### config.mk
export PLATFORM = sky130hd
export DESIGN_NAME = i2c_cmd_master_flat
export DESIGN_NICKNAME = d
export VERILOG_FILES = /design/src/rtl/i2c_pkg.sv /design/src/rtl/i2c_cmd_if.sv /design/src/rtl/i2c_cmd_fifo.sv /design/src/rtl/i2c_cmd_master.sv /design/src/flat_wrapper.sv
export SDC_FILE = /design/constraint.sdc
export NUM_CORES = 1
export LEC_CHECK = 0
export CELL_PAD_IN_SITES_DETAIL_PLACEMENT = 0
export CELL_PAD_IN_SITES_GLOBAL_PLACEMENT = 1
export CORE_ASPECT_RATIO = 0.75
export CORE_MARGIN = 1
export CORE_UTILIZATION = 50
export DETAILED_ROUTE_END_ITERATION = 10
export HOLD_SLACK_MARGIN = 0.1
export PLACE_DENSITY_LB_ADDON = 0.1
export SKIP_LAST_GASP = 1
export SYNTH_ARGS = -nofsm -noshare
export SYNTH_HDL_FRONTEND = slang
export SYNTH_SLANG_ARGS = --single-unit
### constraint.sdc
create_clock -name clk -period 4.3 [get_ports clk]
set_clock_uncertainty 0.2 [all_clocks]
set_input_delay 0.86 -clock clk [delete_from_list [all_inputs] [get_ports clk]]
set_output_delay 0.86 -clock clk [all_outputs]
set_load 0.03 [all_outputs]
### src/rtl/i2c_pkg.sv
// i2c_pkg: command codes, FSM states and FIFO entry width shared by the I2C command master.
package i2c_pkg;
  localparam logic [1:0] k_START_CMD = 2'd0;
  localparam logic [1:0] k_STOP_CMD = 2'd1;
  localparam logic [1:0] k_WRITE_CMD = 2'd2;
  localparam logic [1:0] k_READ_CMD = 2'd3;
  localparam int k_ENTRY_W = 10;
  typedef enum logic [2:0] {S_IDLE, S_START, S_STOP, S_BIT, S_ACK, S_DONE} state_t;
  function automatic state_t cmd_state(input logic [1:0] c);
    return c == k_START_CMD ? S_START : c == k_STOP_CMD ? S_STOP : S_BIT;
  endfunction
endpackage

### src/rtl/i2c_cmd_if.sv
// i2c_cmd_if: host command port plus open-drain pad controls of the I2C command master.
interface i2c_cmd_if;
  logic write;
  logic [1:0] cmd;
  logic [7:0] data_in;
  logic ready;
  logic busy;
  logic [7:0] rd_data;
  logic rd_valid;
  logic ack_err;
  logic scl_oe;
  logic sda_oe;
  logic scl_i;
  logic sda_i;
  modport master (output write, cmd, data_in, scl_i, sda_i,
                  input ready, busy, rd_data, rd_valid, ack_err, scl_oe, sda_oe);
  modport slave (input write, cmd, data_in, scl_i, sda_i,
                 output ready, busy, rd_data, rd_valid, ack_err, scl_oe, sda_oe);
endinterface

### src/rtl/i2c_cmd_fifo.sv
// i2c_cmd_fifo: synchronous command FIFO; pointers carry an extra wrap bit to tell full from empty.
module i2c_cmd_fifo
  import i2c_pkg::*;
#(
  parameter int DEPTH = 4,
  parameter int W = k_ENTRY_W
) (
  input  logic clk,
  input  logic reset,
  input  logic push,
  input  logic pop,
  input  logic [W-1:0] din,
  output logic [W-1:0] dout,
  output logic full,
  output logic empty
);
  localparam int AW = $clog2(DEPTH);
  logic [W-1:0] mem [DEPTH];
  logic [AW:0] wp, rp;
  assign empty = wp == rp;
  assign full = wp == {~rp[AW], rp[AW-1:0]};
  assign dout = mem[rp[AW-1:0]];
  always_ff @(posedge clk or negedge reset) begin
    if (!reset) begin
      wp <= '0;
      rp <= '0;
    end else begin
      if (push && !full) wp <= wp + 1'b1;
      if (pop && !empty) rp <= rp + 1'b1;
    end
  end
  always_ff @(posedge clk) begin
    if (push && !full) mem[wp[AW-1:0]] <= din;
  end
endmodule

### src/rtl/i2c_cmd_master.sv
// i2c_cmd_master: command-queued I2C bit/byte engine on open-drain SCL/SDA.
// Optional feature: define I2C_CLOCK_STRETCH_EN to let a slave stretch SCL.
module i2c_cmd_master
  import i2c_pkg::*;
#(
  parameter int CLK_DIV = 4,
  parameter int FIFO_DEPTH = 4
) (
  input logic clk,
  input logic reset,
  i2c_cmd_if.slave bus
);
  localparam int TW = CLK_DIV > 1 ? $clog2(CLK_DIV) : 1;
  state_t state, state_nx;
  logic [TW-1:0] tick;
  logic [1:0] qtr;
  logic [2:0] bit_cnt;
  logic [1:0] cur_cmd;
  logic [7:0] d, rx;
  logic [k_ENTRY_W-1:0] head;
  logic scl_hold, full, empty, push, pop, stall, q_end, cell_end, sample;
  assign push = bus.write && !full;
  assign bus.ready = !full;
  assign bus.busy = state != S_IDLE || !empty;
  i2c_cmd_fifo #(.DEPTH(FIFO_DEPTH), .W(k_ENTRY_W)) u_fifo (
    .clk(clk), .reset(reset), .push(push), .pop(pop),
    .din({bus.cmd, bus.data_in}), .dout(head), .full(full), .empty(empty)
  );
`ifdef I2C_CLOCK_STRETCH_EN
  assign stall = !bus.scl_i && ((((state == S_BIT) || (state == S_ACK)) && qtr == 2'd2) ||
                                (state == S_STOP && qtr == 2'd1));
`else
  assign stall = 1'b0;
`endif
  assign q_end = !stall && tick == TW'(CLK_DIV - 1);
  assign cell_end = q_end && qtr == 2'd3;
  assign sample = (state == S_BIT || state == S_ACK) && qtr == 2'd3 && tick == '0;
  always_ff @(posedge clk or negedge reset) begin
    if (!reset) state <= S_IDLE;
    else state <= state_nx;
  end
  always_comb begin
    state_nx = state;
    pop = 1'b0;
    bus.scl_oe = scl_hold;
    bus.sda_oe = 1'b0;
    bus.rd_valid = 1'b0;
    case (state)
      S_IDLE, S_DONE: begin
        pop = !empty;
        bus.rd_valid = state == S_DONE && cur_cmd == k_READ_CMD;
        state_nx = empty ? S_IDLE : cmd_state(head[9:8]);
      end
      S_START: begin
        bus.scl_oe = qtr == 2'd3;
        bus.sda_oe = qtr[1];
        if (cell_end) state_nx = S_DONE;
      end
      S_STOP: begin
        bus.scl_oe = qtr == 2'd0;
        bus.sda_oe = qtr != 2'd3;
        if (cell_end) state_nx = S_DONE;
      end
      S_BIT: begin
        bus.scl_oe = !qtr[1];
        bus.sda_oe = cur_cmd == k_WRITE_CMD && !d[3'd7 - bit_cnt];
        if (cell_end && bit_cnt == 3'd7) state_nx = S_ACK;
      end
      S_ACK: begin
        bus.scl_oe = !qtr[1];
        bus.sda_oe = cur_cmd == k_READ_CMD && !d[0];
        if (cell_end) state_nx = S_DONE;
      end
      default: state_nx = S_IDLE;
    endcase
  end
  // Quarter/tick pacing and the byte datapath; a pop restarts pacing for the new command.
  always_ff @(posedge clk or negedge reset) begin
    if (!reset) begin
      tick <= '0;
      qtr <= '0;
      bit_cnt <= '0;
      cur_cmd <= '0;
      d <= '0;
      rx <= '0;
      scl_hold <= 1'b0;
      bus.rd_data <= '0;
      bus.ack_err <= 1'b0;
    end else if (pop) begin
      tick <= '0;
      qtr <= '0;
      bit_cnt <= '0;
      {cur_cmd, d} <= head;
      if (head[9:8] == k_START_CMD) bus.ack_err <= 1'b0;
    end else if (state != S_IDLE && state != S_DONE) begin
      if (!stall) tick <= q_end ? '0 : tick + 1'b1;
      if (q_end) qtr <= qtr + 1'b1;
      if (cell_end && state == S_BIT) bit_cnt <= bit_cnt + 1'b1;
      if (sample && state == S_BIT) rx <= {rx[6:0], bus.sda_i};
      if (sample && state == S_ACK && cur_cmd == k_WRITE_CMD && bus.sda_i) bus.ack_err <= 1'b1;
      if (cell_end && state == S_ACK && cur_cmd == k_READ_CMD) bus.rd_data <= rx;
      if (cell_end) scl_hold <= state != S_STOP;
    end
  end
endmodule

### src/flat_wrapper.sv
// flat-port wrapper written by rule: the top's interface ports become plain ports
module i2c_cmd_master_flat import i2c_pkg::*;
#(
  parameter int CLK_DIV = 4,
  parameter int FIFO_DEPTH = 4
)
  (clk, reset, bus_write, bus_cmd, bus_data_in, bus_scl_i, bus_sda_i, bus_ready, bus_busy, bus_rd_data, bus_rd_valid, bus_ack_err, bus_scl_oe, bus_sda_oe);
  i2c_cmd_if bus_i ();
  input logic clk;
  input logic reset;
  input wire logic [$bits(bus_i.write)-1:0] bus_write;
  input wire logic [$bits(bus_i.cmd)-1:0] bus_cmd;
  input wire logic [$bits(bus_i.data_in)-1:0] bus_data_in;
  input wire logic [$bits(bus_i.scl_i)-1:0] bus_scl_i;
  input wire logic [$bits(bus_i.sda_i)-1:0] bus_sda_i;
  output wire logic [$bits(bus_i.ready)-1:0] bus_ready;
  output wire logic [$bits(bus_i.busy)-1:0] bus_busy;
  output wire logic [$bits(bus_i.rd_data)-1:0] bus_rd_data;
  output wire logic [$bits(bus_i.rd_valid)-1:0] bus_rd_valid;
  output wire logic [$bits(bus_i.ack_err)-1:0] bus_ack_err;
  output wire logic [$bits(bus_i.scl_oe)-1:0] bus_scl_oe;
  output wire logic [$bits(bus_i.sda_oe)-1:0] bus_sda_oe;
  assign bus_i.write = bus_write;
  assign bus_i.cmd = bus_cmd;
  assign bus_i.data_in = bus_data_in;
  assign bus_i.scl_i = bus_scl_i;
  assign bus_i.sda_i = bus_sda_i;
  assign bus_ready = bus_i.ready;
  assign bus_busy = bus_i.busy;
  assign bus_rd_data = bus_i.rd_data;
  assign bus_rd_valid = bus_i.rd_valid;
  assign bus_ack_err = bus_i.ack_err;
  assign bus_scl_oe = bus_i.scl_oe;
  assign bus_sda_oe = bus_i.sda_oe;
  i2c_cmd_master #(.CLK_DIV(CLK_DIV), .FIFO_DEPTH(FIFO_DEPTH)) u_core (.clk(clk), .reset(reset), .bus(bus_i));
endmodule
======== Word level (Yosys, flattened, before mapping) ========
Memories as Yosys holds them, arrays and structs flattened.
Cells that the tools add are included.
Widths: inputs -> output; s select.
operators by class
  add/sub/neg operators ................... 6
  multipliers ............................. 0
  div/mod/pow operators ................... 0
  magnitude comparators ................... 1
  equal/unequal tests ..................... 19
  shift-type cells ........................ 0
  multiplexer cells ....................... 27
  bitwise logic cells ..................... 2
  reductions and logical operators ........ 44
operators with widths
  cell                 count
  $mux 3               7
  $logic_and 1x1->1    18
  $mux 2               6
  $reduce_and 3->1     4
  $mux 1               10
  $add 3x1->3 const B  3
  $eq 3x3->1 const B   3
  $pmux 3 s3           1
  $eq 2x2->1 const B   4
  $reduce_bool 2->1    4
  $eq 3x2->1 const B   2
  $eq 3x3->1           2
  $logic_not 2->1      3
  $reduce_and 2->1     3
  $logic_not 1->1      5
  $add 2x1->2 const B  2
  $lt 3x4->1 const B   1
  $ne 2x1->1 const B   2
  $ne 2x2->1 const B   2
  $pmux 1 s4           1
  $reduce_or 2->1      2
  $bmux 1 s3           1
  $eq 3x1->1 const B   1
  $logic_not 3->1      1
  other kinds (9)      11
word-level totals
  flip-flop bits (word level) ............. 44
  bits in latches ......................... 0
  RAM bits ................................ 40
  bits in read-only memories .............. 0
  input port bits ......................... 15
  memories kept ........................... 1
memory list
  memory             words  bits a word  rd ports  clocked after Yosys merged registers in  wr ports  RTL line            source
  u_core.u_fifo.mem  4      10           1         0                                        1         i2c_cmd_fifo.sv:18  logic [W-1:0] mem [DEPTH];

======== Depth between registers and ports, before layout ========
  word-level depth ........................ 10
  mapped depth ............................ 6
  depth with buffers taken out ............ 6

======== By module ========
A second synthesis with hierarchy kept.
unflattened totals
  cell total of the unflattened synthesis .. 255
  area, all modules ....................... 3822.4 µm²
by module, submodules not included
  module          times used  cells each  area an instance (µm²)
  i2c_cmd_master  1           154         1914.3
  i2c_cmd_fifo    1           101         1908.1

======== Worst setup path after synthesis ========
OpenSTA, ideal clock, no wires.
  kind .................................... flip-flop to output port
  from .................................... reg u_core.u_fifo.rp[0]
  to ...................................... out bus_busy
  arrival ................................. 1.509 ns
  required time ........................... 3.240 ns
  setup slack ............................. 1.731 ns
  stages on the path, launching flop included .. 4
  path buffers ............................ 0
  cells stage by stage .................... dfrtp_1 > xnor2_1 > nand3_1 > or4_1
on the way
  cells in the longest elaborated chain, start to end .. 3
ends and longest elaborated chain
  item                    RTL line              source
  start, declared         i2c_cmd_fifo.sv:19    logic [AW:0] wp, rp;
  start signal, assigned  i2c_cmd_fifo.sv:29    if (pop && !empty) rp <= rp + 1'b1;
  $eq 3x3->1              i2c_cmd_fifo.sv:20    assign empty = wp == rp;
  $logic_not 1->1         i2c_cmd_master.sv:24  assign bus.busy = state != S_IDLE || !empty;
  $logic_or 1x1->1        i2c_cmd_master.sv:24
  end, declared           flat_wrapper.sv:17    output wire logic [$bits(bus_i.busy)-1:0] bus_busy;
No other way between the ends.

======== Final worst setup path ========
  from .................................... reg u_core.u_fifo.rp[1]
  to ...................................... out bus_busy
Same word-level chain as after synthesis.

==> impl_metrics.csv <==
group,metric,value,unit
synth,synth_ff_type,"dfrtp_1",
critical_path,required,3240,ps
finish,fin_nets,289,
clocking,cts_buffers,9,
finish,syn_to_final_growth,14.6,%
clocking,clock-sinks,84,
synth,synth_top_cell_by_area,"edfxtp_1",
grt,grt_pass1_vias,1974,
critical_path,path_cells,"xnor2_1 > nand3_1 > or4_1 > clkdlybuf4s50_1",
run_status,status,"finished, final reports clean",
routing,detail-route-antenna-nets,0,
placement,io_buffers,27,
synth,synthTopCellsByArea,"edfxtp_1 (33%), dfrtp_1 (30%), mux4_2 (8.0%)",
synth,synth_top_cell_area_share,33.0,%
pwr,p_leak,1.64,nW
timing,fmax,0.263,GHz
routing,drt_wl_total,5910,um
placement,hpwl,4050,um
timing,relSlewSlack,35.0,%
grt,grt_overflow,0,
synth,synth_nets,256,
synth,synth_cell_types,42,
critical_path,path_class,"reg2out",
die,io_pins,29,
critical_path,cp_max_fo,13,
worst_hold_path,hold-path-cell-count,1,
timing,rsz0062_at_grt,"no",
die,core,6930,um^2
clocking,htreeDepth,3,
synth,synth-compound-area-share,5.43,%
synth,synth_edf_count,40,
clocking,clkTransAtPathRegs,80,ps
synth,synthesis.instances,230,
synth,yosysWarnings,0,
synth,synth-simple-area-share,5.78,%
synth,synth_top_family_by_area,"multiplexers",
clocking,cts_tree,"built",
synth,synthAdderAreaFrac,3.78,%
critical_path,cpPeakStageDelay,610,ps
clocking,cts_resized,0,
pwr,fin_total_pwr,2.56,mW
clocking,cts-root-buf,"clkbuf_8",
placement,gp_congestion,0.708,
pwr,powerDensity,613,nW/um^2
placement,dp.cells,350,
timing,maxSlewViolCount,0,
die,start_util,52.5,%
routing,first_pass_iters,4,
finish,num_antenna_cells,0,
synth,synthArstFlopShare,52.4,%
timing,hold_violations,0,
finish,layout-drive-gt1-share,21.6,%
critical_path,path_depth,4,
critical_path,arrival,2750,ps
routing,drc_errors,0,
timing,finalCritPeriodShare,88.5,%
timing,setup_viol,0,
synth,seq_area_frac_synth,63.3,%
synth,syn_avg_cell_area,15.8,um^2
run,max_cap_violations,0,
timing,worstMarginPinSlew,974,ps
critical_path,critPathBufInv,1,
clocking,clk_latency,360,ps
critical_path,cp-start-kind,"register",
clocking,postCtsSetupRepairBufs,0,
routing,wl_per_cell,16.2,um
grt,grt_use_total,18.4,%
synth,synth.area.mux_share,17.5,%
finish,fin_cells,366,
synth,ys_ff_latch,84,
die,rows,26,
clocking,cts_buffer_depth,2,
routing,drtIter0Drc,88,
synth,synth_xor_area_share,2.17,%
grt,grt_max_degree,45,
routing,vias,1961,
clocking,cts_hold_buf,0,
synth,synth_area,3640,um^2
critical_path,slowest_stage,"clkdlybuf4s50_1",
die,die_h,75.9,um
grt,antenna_found_initial,0,
worst_hold_path,hold_class,"reg2reg",
die,die_area,7630,um^2
die,die_x,101,um
critical_path,r2r_cells,3,
pwr,irDropWorstVdd,0.000373,V
critical_path,cp_top_family,"simple AND/OR/NAND/NOR gates",
routing,routed_via_density,5.36,
timing,min_period,3810,ps
grt,grt_pass1_wl,10000,um
timing,setup-tns-final,0,ps
critical_path,critical_path.endpoint_type,"output port",
==> worst register-to-register path: stages, from the launching register on <==
cell and delay, ps:
dfrtp_1 690, xor2_1 260, a311oi_4 820, mux2_2 420
==> metrics by stage <==
step	hold WS, ps	util [%]	worst slack (ps)	area (um^2)
floorplan	253	-	1730	3640
global placement	273	57.8	871	4010
detailed placement	275	57.8	843	4010
CTS	293	60.2	448	4170
global route	316	60.2	347	4170
finish	287	60.2	494	4170
==> layout make-up <==
cell class / instances / area, um^2
multi-input combinational: 129 / 1260
inverter: 10 / 37.5
tap: 98 / 123
timing repair buffer: 29 / 280
fill: 576 / 2760
clock buffer: 10 / 128
sequential: 84 / 2300
clock inverter: 6 / 38.8
==> synthesized netlist by cell type (3+ instances only) <==
cell       n
dfrtp_1   44
xnor2_1    6
and3_1     4
o21ai_0    4
nor2_1     6
mux4_2    13
mux2i_1    3
nor3b_1    3
inv_1     10
a21oi_1    8
xor2_1     3
nand2_1    7
nand2b_1   3
mux2_1     3
ha_1      11
mux2_2    25
clkbuf_1   4
edfxtp_1  40
==> logic make-up after synthesis <==
family,Yosys count
DFF,84
and+or+nand+nor,38
xor gates and xnor gates,9
muxes,44
AOI/OAI and AO/OA,27
adders and majority gates,11
buffers and inverters,17
==> cell usage in the layout, fill, tap and decap left out, types with 3 or more instances in the layout <==
cell type | Yosys | layout
nor3b_1 | 3 | 3
clkinvlp_4 | 0 | 3
xor2_1 | 3 | 3
and3_1 | 4 | 4
inv_1 | 10 | 10
xnor2_1 | 6 | 6
clkdlybuf4s50_1 | 0 | 26
nand2b_1 | 3 | 3
mux2_2 | 25 | 25
nand2_1 | 7 | 7
clkbuf_8 | 0 | 9
mux2_1 | 3 | 3
o21ai_0 | 4 | 4
dfrtp_1 | 44 | 44
ha_1 | 11 | 11
mux4_2 | 13 | 13
edfxtp_1 | 40 | 40
mux2i_1 | 3 | 3
a21oi_1 | 8 | 8
nor2_1 | 6 | 6
==> sequential cells by signal, summed over array words and instances (netlist names), 3 cells and up <==
signal and cells:
u_core.u_fifo.wp 3, u_core.bit_cnt 3, u_core.u_fifo.rp 3, u_core.bus.rd_data 8
u_core.rx 8, u_core.state 3, u_core.d 8, u_core.u_fifo.mem 40
==> layer usage <==
layer,global-route usage (%),vias to the layer above,wire [um]
li1,-,948,-
met1,28.0,966,3110
met2,24.4,38,2470
met3,5.87,9,229
met4,7.25,0,103
met5,0,-,0
==> report_power, final <==
part / total (mW) / switching (mW) / internal [mW]
Sequential: 1.24 / 0.174 / 1.07
Combinational: 0.831 / 0.413 / 0.418
Clock: 0.486 / 0.279 / 0.208
==> final timing paths <==
check | to | slack, ps | startpoint
worst max register to register | u_core.d[2] | 1810 | u_core.state[2]
worst min-delay path | u_core.d[7] | 290 | u_core.d[7]
min in group asynchronous | u_core.qtr[0] | 450 | reset
max in group asynchronous | u_core.cur_cmd[0] | 2850 | reset
worst min register to register | u_core.d[7] | 290 | u_core.d[7]
worst max-delay path | bus_busy | 490 | u_core.u_fifo.rp[1]
No activity file was read; power rests on OpenSTA's default activity.
